[src/rtl/haar_rom_pkg.sv]
// Shared defaults and FSM encoding for the Haar feature ROM reader.
package haar_rom_pkg;

  localparam int HAAR_ADDR_WIDTH   = 12;
  localparam int HAAR_DATA_WIDTH   = 8;
  localparam int HAAR_RECORD_BYTES = 4;

  typedef enum logic [1:0] {
    ST_IDLE   = 2'd0,
    ST_READ   = 2'd1,
    ST_OUT    = 2'd2,
    ST_FINISH = 2'd3
  } haar_state_t;

  function automatic logic state_is_busy(input haar_state_t st);
    return (st == ST_READ) || (st == ST_OUT);
  endfunction

endpackage

[src/rtl/haar_rom_reader_if.sv]
// Record stream from the ROM reader to the classifier (valid/ready).
interface haar_rom_reader_if
  import haar_rom_pkg::*;
#(
  parameter int DATA_WIDTH   = HAAR_DATA_WIDTH,
  parameter int RECORD_BYTES = HAAR_RECORD_BYTES
) ();

  logic [RECORD_BYTES*DATA_WIDTH-1:0] rec_data;
  logic                               rec_valid;
  logic                               rec_ready;
  logic                               rec_last;

  modport master (
    output rec_data,
    output rec_valid,
    output rec_last,
    input  rec_ready
  );

  modport slave (
    input  rec_data,
    input  rec_valid,
    input  rec_last,
    output rec_ready
  );

endinterface

[src/rtl/haar_byte_packer.sv]
// Byte-lane record assembler: new bytes enter the top lane and shift down,
// so after RECORD_BYTES captures the first byte sits in the lowest lane.
module haar_byte_packer
  import haar_rom_pkg::*;
#(
  parameter int DATA_WIDTH   = HAAR_DATA_WIDTH,
  parameter int RECORD_BYTES = HAAR_RECORD_BYTES
) (
  input  logic                               clk,
  input  logic                               reset,
  input  logic                               clear,
  input  logic                               load,
  input  logic                               shift,
  input  logic [DATA_WIDTH-1:0]              din,
  output logic [RECORD_BYTES*DATA_WIDTH-1:0] dout
);

  localparam int REC_W = RECORD_BYTES * DATA_WIDTH;

  logic [REC_W-1:0] lanes_q;

  // load starts a fresh record (stale lanes zeroed); shift appends the next byte
  always_ff @(posedge clk or negedge reset) begin
    if (!reset) begin
      lanes_q <= '0;
    end else if (clear) begin
      lanes_q <= '0;
    end else if (load) begin
      lanes_q <= {din, {(REC_W-DATA_WIDTH){1'b0}}};
    end else if (shift) begin
      lanes_q <= {din, lanes_q[REC_W-1:DATA_WIDTH]};
    end
  end

  assign dout = lanes_q;

endmodule

[src/rtl/haar_rom_reader.sv]
// Sequencer in front of the single-port feature ROM: fetches runs of packed records.
// Optional build macro HAAR_ROM_READER_CHECKSUM_EN adds an XOR checksum output.
module haar_rom_reader
  import haar_rom_pkg::*;
#(
  parameter int ADDR_WIDTH   = HAAR_ADDR_WIDTH,
  parameter int DATA_WIDTH   = HAAR_DATA_WIDTH,
  parameter int RECORD_BYTES = HAAR_RECORD_BYTES,
  parameter int CNT_WIDTH    = 8
) (
  input  logic                  clk,
  input  logic                  reset,
  input  logic                  start,
  input  logic [ADDR_WIDTH-1:0] base_addr,
  input  logic [CNT_WIDTH-1:0]  num_records,
  output logic [ADDR_WIDTH-1:0] rom_address,
  input  logic [DATA_WIDTH-1:0] rom_q,
  haar_rom_reader_if.master     rec,
  output logic                  busy,
  output logic                  done
`ifdef HAAR_ROM_READER_CHECKSUM_EN
  ,
  output logic [DATA_WIDTH-1:0] checksum
`endif
);

  localparam int BCW = $clog2(RECORD_BYTES + 1);
  localparam logic [BCW-1:0] LAST_BYTE = BCW'(RECORD_BYTES);
  localparam logic [BCW-1:0] FIRST_CAP = BCW'(1);

  haar_state_t          state_q, state_d;
  logic [BCW-1:0]       byte_cnt;
  logic [CNT_WIDTH-1:0] rec_left;
  logic                 rec_valid_q;
  logic                 rec_last_q;
  logic                 start_acc;
  logic                 handshake;
  logic                 capture;
  logic                 first_cap;
  logic [RECORD_BYTES*DATA_WIDTH-1:0] packed_rec;

  always_ff @(posedge clk or negedge reset) begin
    if (!reset) state_q <= ST_IDLE;
    else        state_q <= state_d;
  end

  // byte_cnt k in READ: rom_address shows byte k, rom_q returns byte k-1
  always_comb begin
    state_d   = state_q;
    start_acc = 1'b0;
    handshake = 1'b0;
    capture   = 1'b0;
    first_cap = 1'b0;
    case (state_q)
      ST_IDLE: begin
        if (start) begin
          start_acc = 1'b1;
          state_d   = (num_records != '0) ? ST_READ : ST_FINISH;
        end
      end
      ST_READ: begin
        capture   = (byte_cnt != '0);
        first_cap = (byte_cnt == FIRST_CAP);
        if (byte_cnt == LAST_BYTE) state_d = ST_OUT;
      end
      ST_OUT: begin
        if (rec_valid_q && rec.rec_ready) begin
          handshake = 1'b1;
          state_d   = (rec_left == CNT_WIDTH'(1)) ? ST_FINISH : ST_READ;
        end
      end
      ST_FINISH: state_d = ST_IDLE;
      default:   state_d = ST_IDLE;
    endcase
  end

  // The address advances past the record's last byte, so a following READ
  // resumes at the next address with no gap and OUT holds it frozen.
  always_ff @(posedge clk or negedge reset) begin
    if (!reset) begin
      rom_address <= '0;
      byte_cnt    <= '0;
      rec_left    <= '0;
      rec_valid_q <= 1'b0;
      rec_last_q  <= 1'b0;
      busy        <= 1'b0;
      done        <= 1'b0;
    end else begin
      busy <= state_is_busy(state_d);
      done <= (state_d == ST_FINISH);
      if (start_acc) begin
        rom_address <= base_addr;
        rec_left    <= num_records;
      end
      if (state_q == ST_READ) begin
        if (byte_cnt == LAST_BYTE) begin
          byte_cnt    <= '0;
          rec_valid_q <= 1'b1;
          rec_last_q  <= (rec_left == CNT_WIDTH'(1));
        end else begin
          byte_cnt    <= byte_cnt + BCW'(1);
          rom_address <= rom_address + ADDR_WIDTH'(1);
        end
      end
      if (handshake) begin
        rec_valid_q <= 1'b0;
        rec_last_q  <= 1'b0;
        rec_left    <= rec_left - CNT_WIDTH'(1);
      end
    end
  end

  haar_byte_packer #(
    .DATA_WIDTH   (DATA_WIDTH),
    .RECORD_BYTES (RECORD_BYTES)
  ) u_packer (
    .clk   (clk),
    .reset (reset),
    .clear (start_acc),
    .load  (capture && first_cap),
    .shift (capture && !first_cap),
    .din   (rom_q),
    .dout  (packed_rec)
  );

  assign rec.rec_data  = packed_rec;
  assign rec.rec_valid = rec_valid_q;
  assign rec.rec_last  = rec_last_q;

`ifdef HAAR_ROM_READER_CHECKSUM_EN
  logic [DATA_WIDTH-1:0] checksum_q;

  always_ff @(posedge clk or negedge reset) begin
    if (!reset) begin
      checksum_q <= '0;
    end else if (start_acc) begin
      checksum_q <= '0;
    end else if (capture) begin
      checksum_q <= checksum_q ^ rom_q;
    end
  end

  assign checksum = checksum_q;
`endif

endmodule

[src/flat_wrapper.sv]
// flat-port wrapper written by rule: the top's interface ports become plain ports
module haar_rom_reader_flat import haar_rom_pkg::*;
#(
  parameter int ADDR_WIDTH   = HAAR_ADDR_WIDTH,
  parameter int DATA_WIDTH   = HAAR_DATA_WIDTH,
  parameter int RECORD_BYTES = HAAR_RECORD_BYTES,
  parameter int CNT_WIDTH    = 8
)
  (clk, reset, start, base_addr, num_records, rom_address, rom_q, busy, done, rec_rec_data, rec_rec_valid, rec_rec_last, rec_rec_ready);
  haar_rom_reader_if #(.DATA_WIDTH(DATA_WIDTH), .RECORD_BYTES(RECORD_BYTES)) rec_i ();
  input  logic clk;
  input  logic reset;
  input  logic start;
  input  logic [ADDR_WIDTH-1:0] base_addr;
  input  logic [CNT_WIDTH-1:0] num_records;
  output logic [ADDR_WIDTH-1:0] rom_address;
  input  logic [DATA_WIDTH-1:0] rom_q;
  output logic busy;
  output logic done;
  output wire logic [$bits(rec_i.rec_data)-1:0] rec_rec_data;
  output wire logic [$bits(rec_i.rec_valid)-1:0] rec_rec_valid;
  output wire logic [$bits(rec_i.rec_last)-1:0] rec_rec_last;
  input wire logic [$bits(rec_i.rec_ready)-1:0] rec_rec_ready;
  assign rec_rec_data = rec_i.rec_data;
  assign rec_rec_valid = rec_i.rec_valid;
  assign rec_rec_last = rec_i.rec_last;
  assign rec_i.rec_ready = rec_rec_ready;
  haar_rom_reader #(.ADDR_WIDTH(ADDR_WIDTH), .DATA_WIDTH(DATA_WIDTH), .RECORD_BYTES(RECORD_BYTES), .CNT_WIDTH(CNT_WIDTH)) u_core (.clk(clk), .reset(reset), .start(start), .base_addr(base_addr), .num_records(num_records), .rom_address(rom_address), .rom_q(rom_q), .rec(rec_i), .busy(busy), .done(done));
endmodule
[config.mk]
export PLATFORM = sky130hd
export DESIGN_NAME = haar_rom_reader_flat
export DESIGN_NICKNAME = d
export VERILOG_FILES = /design/src/rtl/haar_rom_pkg.sv /design/src/rtl/haar_rom_reader_if.sv /design/src/rtl/haar_byte_packer.sv /design/src/rtl/haar_rom_reader.sv /design/src/flat_wrapper.sv
export SDC_FILE = /design/constraint.sdc
export NUM_CORES = 1
export LEC_CHECK = 0
export ABC_AREA = 1
export BUFFER_PORTS_ARGS = -buffer_cell sky130_fd_sc_hd__buf_2
export CAP_MARGIN = 20
export CORE_MARGIN = 10
export CORE_UTILIZATION = 57
export DETAILED_ROUTE_END_ITERATION = 12
export PLACE_DENSITY = 0.91
export SYNTH_ARGS = -nofsm -noshare
export SYNTH_HDL_FRONTEND = slang
export SYNTH_HIERARCHICAL = 1
export SYNTH_SLANG_ARGS = --single-unit
[constraint.sdc]
create_clock -name clk -period 5.6 [get_ports clk]
set_clock_uncertainty 0.15 [all_clocks]
set_input_delay 0.56 -clock clk [delete_from_list [all_inputs] [get_ports clk]]
set_output_delay 0.56 -clock clk [all_outputs]
set_load 0.005 [all_outputs]
# Word level (Yosys, flattened, before mapping)
# Index checks and enable logic that the tools add are counted.
# word_totals
reg_bits,61
wordCells,61
# op_classes
n_addsub,3
eq_ne,9
n_mux,27
reduce_logical,13
# ops
cell,count
32-bit 2-to-1 mux,3
12-bit 2-to-1 mux,3
8-bit 2-to-1 mux,2
12-bit by 1-bit adder with 12-bit output (second input constant),1
1-bit 2-to-1 mux,12
2-bit 2-to-1 mux,5
2-bit == test (second input constant),4
8-bit by 1-bit == test with 1-bit output (second input constant),1
2-bit one-hot mux with 4 select lines,1
8-bit nonzero test,1
8-bit by 1-bit subtractor with 8-bit output (second input constant),1
2-bit nonzero test,3
3-bit nonzero test,2
2-bit by 1-bit == test with 1-bit output (second input constant),2
3-bit by 1-bit adder with 3-bit output (second input constant),1
3-bit by 1-bit == test with 1-bit output (second input constant),1
3-bit == test (second input constant),1
1-bit logical AND,3
3-bit 2-to-1 mux,1
2-bit logical NOT,1
2-bit AND reduction,1
1-bit logical NOT,1
1-bit logical OR,1

# Depth between registers and ports, before layout
# depth
ltp_word,7
depth_mapped,9
ltp_nobuf,9

# Hierarchy
# The synthesis kept the hierarchy.
# by_module_without_submodules
mod,instances,cells_per_inst,area_per_inst_um2
haar_rom_reader,1,252,1878.1
haar_byte_packer,1,156,1358.8

# Least setup slack after synthesis
# No wires, ideal clock.
# synth_path
path_type,flip-flop to flip-flop
startpoint,register u_core.byte_cnt[0]
endpoint,register u_core.u_packer.lanes_q[22] (netlist: u_core/u_packer/dout[22])
setup_time_ns,0.117
arrival_time_ns,1.638
t_required_ns,5.333
path_slack_ns,3.695
stages_incl_launch_ff,8
n_path_buf,1
cell_sequence,dfrtp_1 inv_1 ha_1 nor4_1 nor2_8 buf_6 o21ai_1 nor2_1
# synth_via
elab_chain_len,5
word_cells_on_any_way,10
classes_between,eq/ne (1); mux (4); reduce/logical (5)
# synth_rtl
item,line_no,rtl
"start, declared",haar_rom_reader.sv:32,logic [BCW-1:0] byte_cnt;
"start signal, assigned",haar_rom_reader.sv:101,byte_cnt <= byte_cnt + BCW'(1);
3-bit by 1-bit == test with 1-bit output or 3-bit nonzero test (tied branches),"haar_rom_reader.sv:63, haar_rom_reader.sv:62",
1-bit 2-to-1 mux,haar_rom_reader.sv:54,case (state_q)
1-bit logical AND or 1-bit logical NOT (tied branches),"haar_rom_reader.sv:120, haar_rom_reader.sv:121",
32-bit 2-to-1 mux or 1-bit logical AND (tied branches),"haar_byte_packer.sv:28, haar_rom_reader.sv:121",
32-bit 2-to-1 mux or 3-bit nonzero test (tied branches),n/a,
"end signal, assigned",haar_byte_packer.sv:29,"lanes_q <= {din, {(REC_W-DATA_WIDTH){1'b0}}};"
"end signal, assigned",haar_byte_packer.sv:31,"lanes_q <= {din, lanes_q[REC_W-1:DATA_WIDTH]};"
"end, declared",haar_byte_packer.sv:20,logic [REC_W-1:0] lanes_q;
# Parallel ways exist; a longest one is shown, timed or not.
# A chain may end at the register's enable or synchronous reset.

# Final worst setup path
# layout_path
startpoint,register u_core.byte_cnt[1]
endpoint,register u_core.u_packer.lanes_q[25] (netlist: u_core/u_packer/dout[25])
# Same word-level chain as after synthesis.

==> results.md <==
- Status: complete, no violations
- Num ports: 80
- Synthesized Nets: 447
- H-tree depth: 3
- Synthesis-to-finish area growth: 17.7%
- Placeable Area: 5510 µm²
- Post-synthesis async set-or-reset flop share: 1.00
- Relative slew margins: 0.413
- Fin cells: 562
- CTS Buffer Depth: 2
- Most common cell in the synthesized netlist: nand2_1
- Top cell type's share of synthesized area: 0.472
- Worst-margin pin slew: 0.879 ns
- Final layout net count: 524
- # clock sinks: 61
- Max_cap viols: 0
- Die area: 9090 µm²
- Cts repair resizes: 0
- # port buffers: 79
- RSZ-0062 raised after global routing: no
- Die Wd: 95.4 µm
- GRT Total Usage: 0.178
- Placed cell area: 3600 µm²
- Post-synth top cells: nand2_1 (81), nor2_1 (75), dfrtp_1 (61)
- Number of synthesized register bits: 61
- Clk Latency, worst-skew pair: 0.34 ns
- Yosys top cell by area: dfrtp_1
- CTS clk-pin slew, worst paths: 0.07 ns
- Vias per cell: 5.40
- Initial antenna violation count: 0
- Clk network pwr share: 0.166
- Fin. Hold Viols: 0
- Synth Area per Inst: 7.93 µm²
- DR pass1 iterations: 5
- Startpoint Class: flip-flop
- Inserted Clock Buffers: 9
- Vias in the first global route: 2921
- Final setup vio count: 0
- Final Critical Period: 2.60 ns
- Seq/Total Area, Yosys: 0.472
- Post-CTS Setup Repair Bufs: 0
- Diodes inserted: 0
- Largest net degree at the start of global routing: 62
- Cells after Synth: 408
- P_int: 0.00139 W
- Comb power frac: 0.497
- Sequential Power Share: 0.337
- Ranking of synthesized cells by area: dfrtp_1 (47%), nand2_1 (9.4%), nor2_1 (8.7%), inv_1 (5.2%), nand3_1 (4.8%)
- Routed vias: 3035
- Grt total ovfl: 0
- DRC Markers: 0
- Switching Fraction: 0.456
- Share of layout cells above drive strength 1: 0.237
- Net Switching: 0.00116 W
- Hold Crit Class: primary input to asynchronous set/reset pin
- DRT iter0 DRCs: 183
- Starting Density: 0.588
- Antenna-violating nets left: 0
- Pleak: 2.08 nW
- Root Driver: clkbuf_8
- Dpl hpwl: 5.66 mm
- EDFF count, synth: 0
- Fmax: 0.384 GHz
- Mapped Area: 3240 µm²
- Period utilization: 0.465
- GP Congestion: 0.863
- CTS tree: done
- Pwr per Cell Area: 668 nW/µm²
- CP Class: flip-flop to flip-flop
- Data arrival, critical path: 2.68 ns
- Worst Path Required: 5.67 ns
- Final slew viol count: 0
- Max VDD drop: 0.364 mV
- Routed len/inst: 14.5 µm
- Ys flop type: dfrtp_1
- Worst setup EP type: flip-flop
- First-pass GRT wire length: 13.0 mm
- Worst-path fanout max: 33
- Cts hold-fix bufs: 0
- Die Ht: 95.4 µm
- Final instance area: 3810 µm²
- Wire length after detailed routing: 8.14 mm
- DP Cell Count: 546
- Num rows: 27
- Setup TNS: 0 ns
- Synth warnings: 6
- Yosys cell types: 32
[routing by layer]
layer | global-route usage | routed length [µm]
met5 | 0 | 0
met4 | 0.0798 | 140
met3 | 0.0401 | 724
met2 | 0.306 | 4040
met1 | 0.207 | 3230
[area by class of cell]
| cell class | instances | area [µm²] |
|---|---|---|
| timing repair buffer | 81 | 410 |
| sequential | 61 | 1530 |
| fill | 453 | 1700 |
| clock buffer | 11 | 131 |
| inverter | 49 | 189 |
| clock inverter | 5 | 75.1 |
| multi-input combinational | 283 | 1390 |
| tap | 72 | 90.1 |
[power by group through the flow]
stage / Combinational [W] / Sequential (W) / Clock [W]
6_report: 0.00126 / 0.000858 / 0.000423
5_1_grt: 0.00145 / 0.000886 / 0.000447
4_1_cts: 0.00127 / 0.000854 / 0.000428
3_5_place_dp: 0.00126 / 0.000859 / 0
3_3_place_gp: 0.00119 / 0.000852 / 0
2_1_floorplan: 0.000931 / 0.000843 / 0
[kinds of logic after synthesis]
| group | share of synthesized area |
|---|---|
| AND/OR/NAND/NOR | 0.278 |
| AO/OA/AOI/OAI | 0.113 |
| XOR/XNOR | 0.0108 |
| buffers and inverters | 0.0997 |
| adder cells (fa/ha/maj) | 0.0271 |
| flip-flops | 0.472 |
[layout by cell type (no fill, tap or decap), drive strengths merged]
cell,n
o211ai,3
nand3,31
nor4,1
o21ai,48
buf,81
ha,7
nand3b,1
clkbuf,11
o31ai,1
o221ai,1
clkinv,3
nor3,1
nor2,83
dfrtp,61
nand2,85
bufinv,2
xor2,4
a21oi,8
o22ai,2
nand4,5
a31oi,2
inv,49
[worst max-delay path, cell delays in order, from the launching register on]
cell and delay (ns):
dfrtp_1 0.40, inv_1 0.11, ha_1 0.19, nor2_1 0.06, nor2_1 0.08, nor2_1 0.05
buf_4 0.21, inv_1 0.66, nand2_1 0.37, nand2_1 0.13, nand2_1 0.06
[state kept, by name, summed over array words and instances (netlist names)]
name	cells
u_core/rec.rec_last	1
u_core/rom_address	12
u_core/done	1
u_core/rec.rec_valid	1
u_core/state_q	2
u_core/rec_left	8
u_core/u_packer/dout	32
u_core/byte_cnt	3
u_core/busy	1
[path summary, 6_finish.rpt]
path                                         start                  endpoint  slack (ns)  depth (start not counted)
max in group asynchronous                    reset  u_core/u_packer/dout[25]        4.57                          2
worst max register to register  u_core/byte_cnt[1]  u_core/u_packer/dout[25]        3.00                         10
worst max-delay path            u_core/byte_cnt[1]  u_core/u_packer/dout[25]        3.00                         10
worst min-delay path                         reset   u_core/u_packer/dout[4]        0.22                          2
worst min register to register  u_core/rec_left[2]        u_core/rec_left[2]        0.34                          2
min in group clk                    num_records[1]        u_core/rec_left[1]        0.31                          3
[metrics by stage]
step	hold slack (ns)	worst slack [ns]	util	power [W]
2_1_floorplan	0.114	3.69	-	0.00177
3_3_place_gp	0.318	3.15	0.654	0.00204
3_5_place_dp	0.320	3.03	0.654	0.00212
4_1_cts	0.251	3.01	0.692	0.00255
5_1_grt	0.296	2.74	0.692	0.00278
6_report	0.220	3.00	0.692	0.00254
Note: power is estimated with default switching activity, not from simulation.
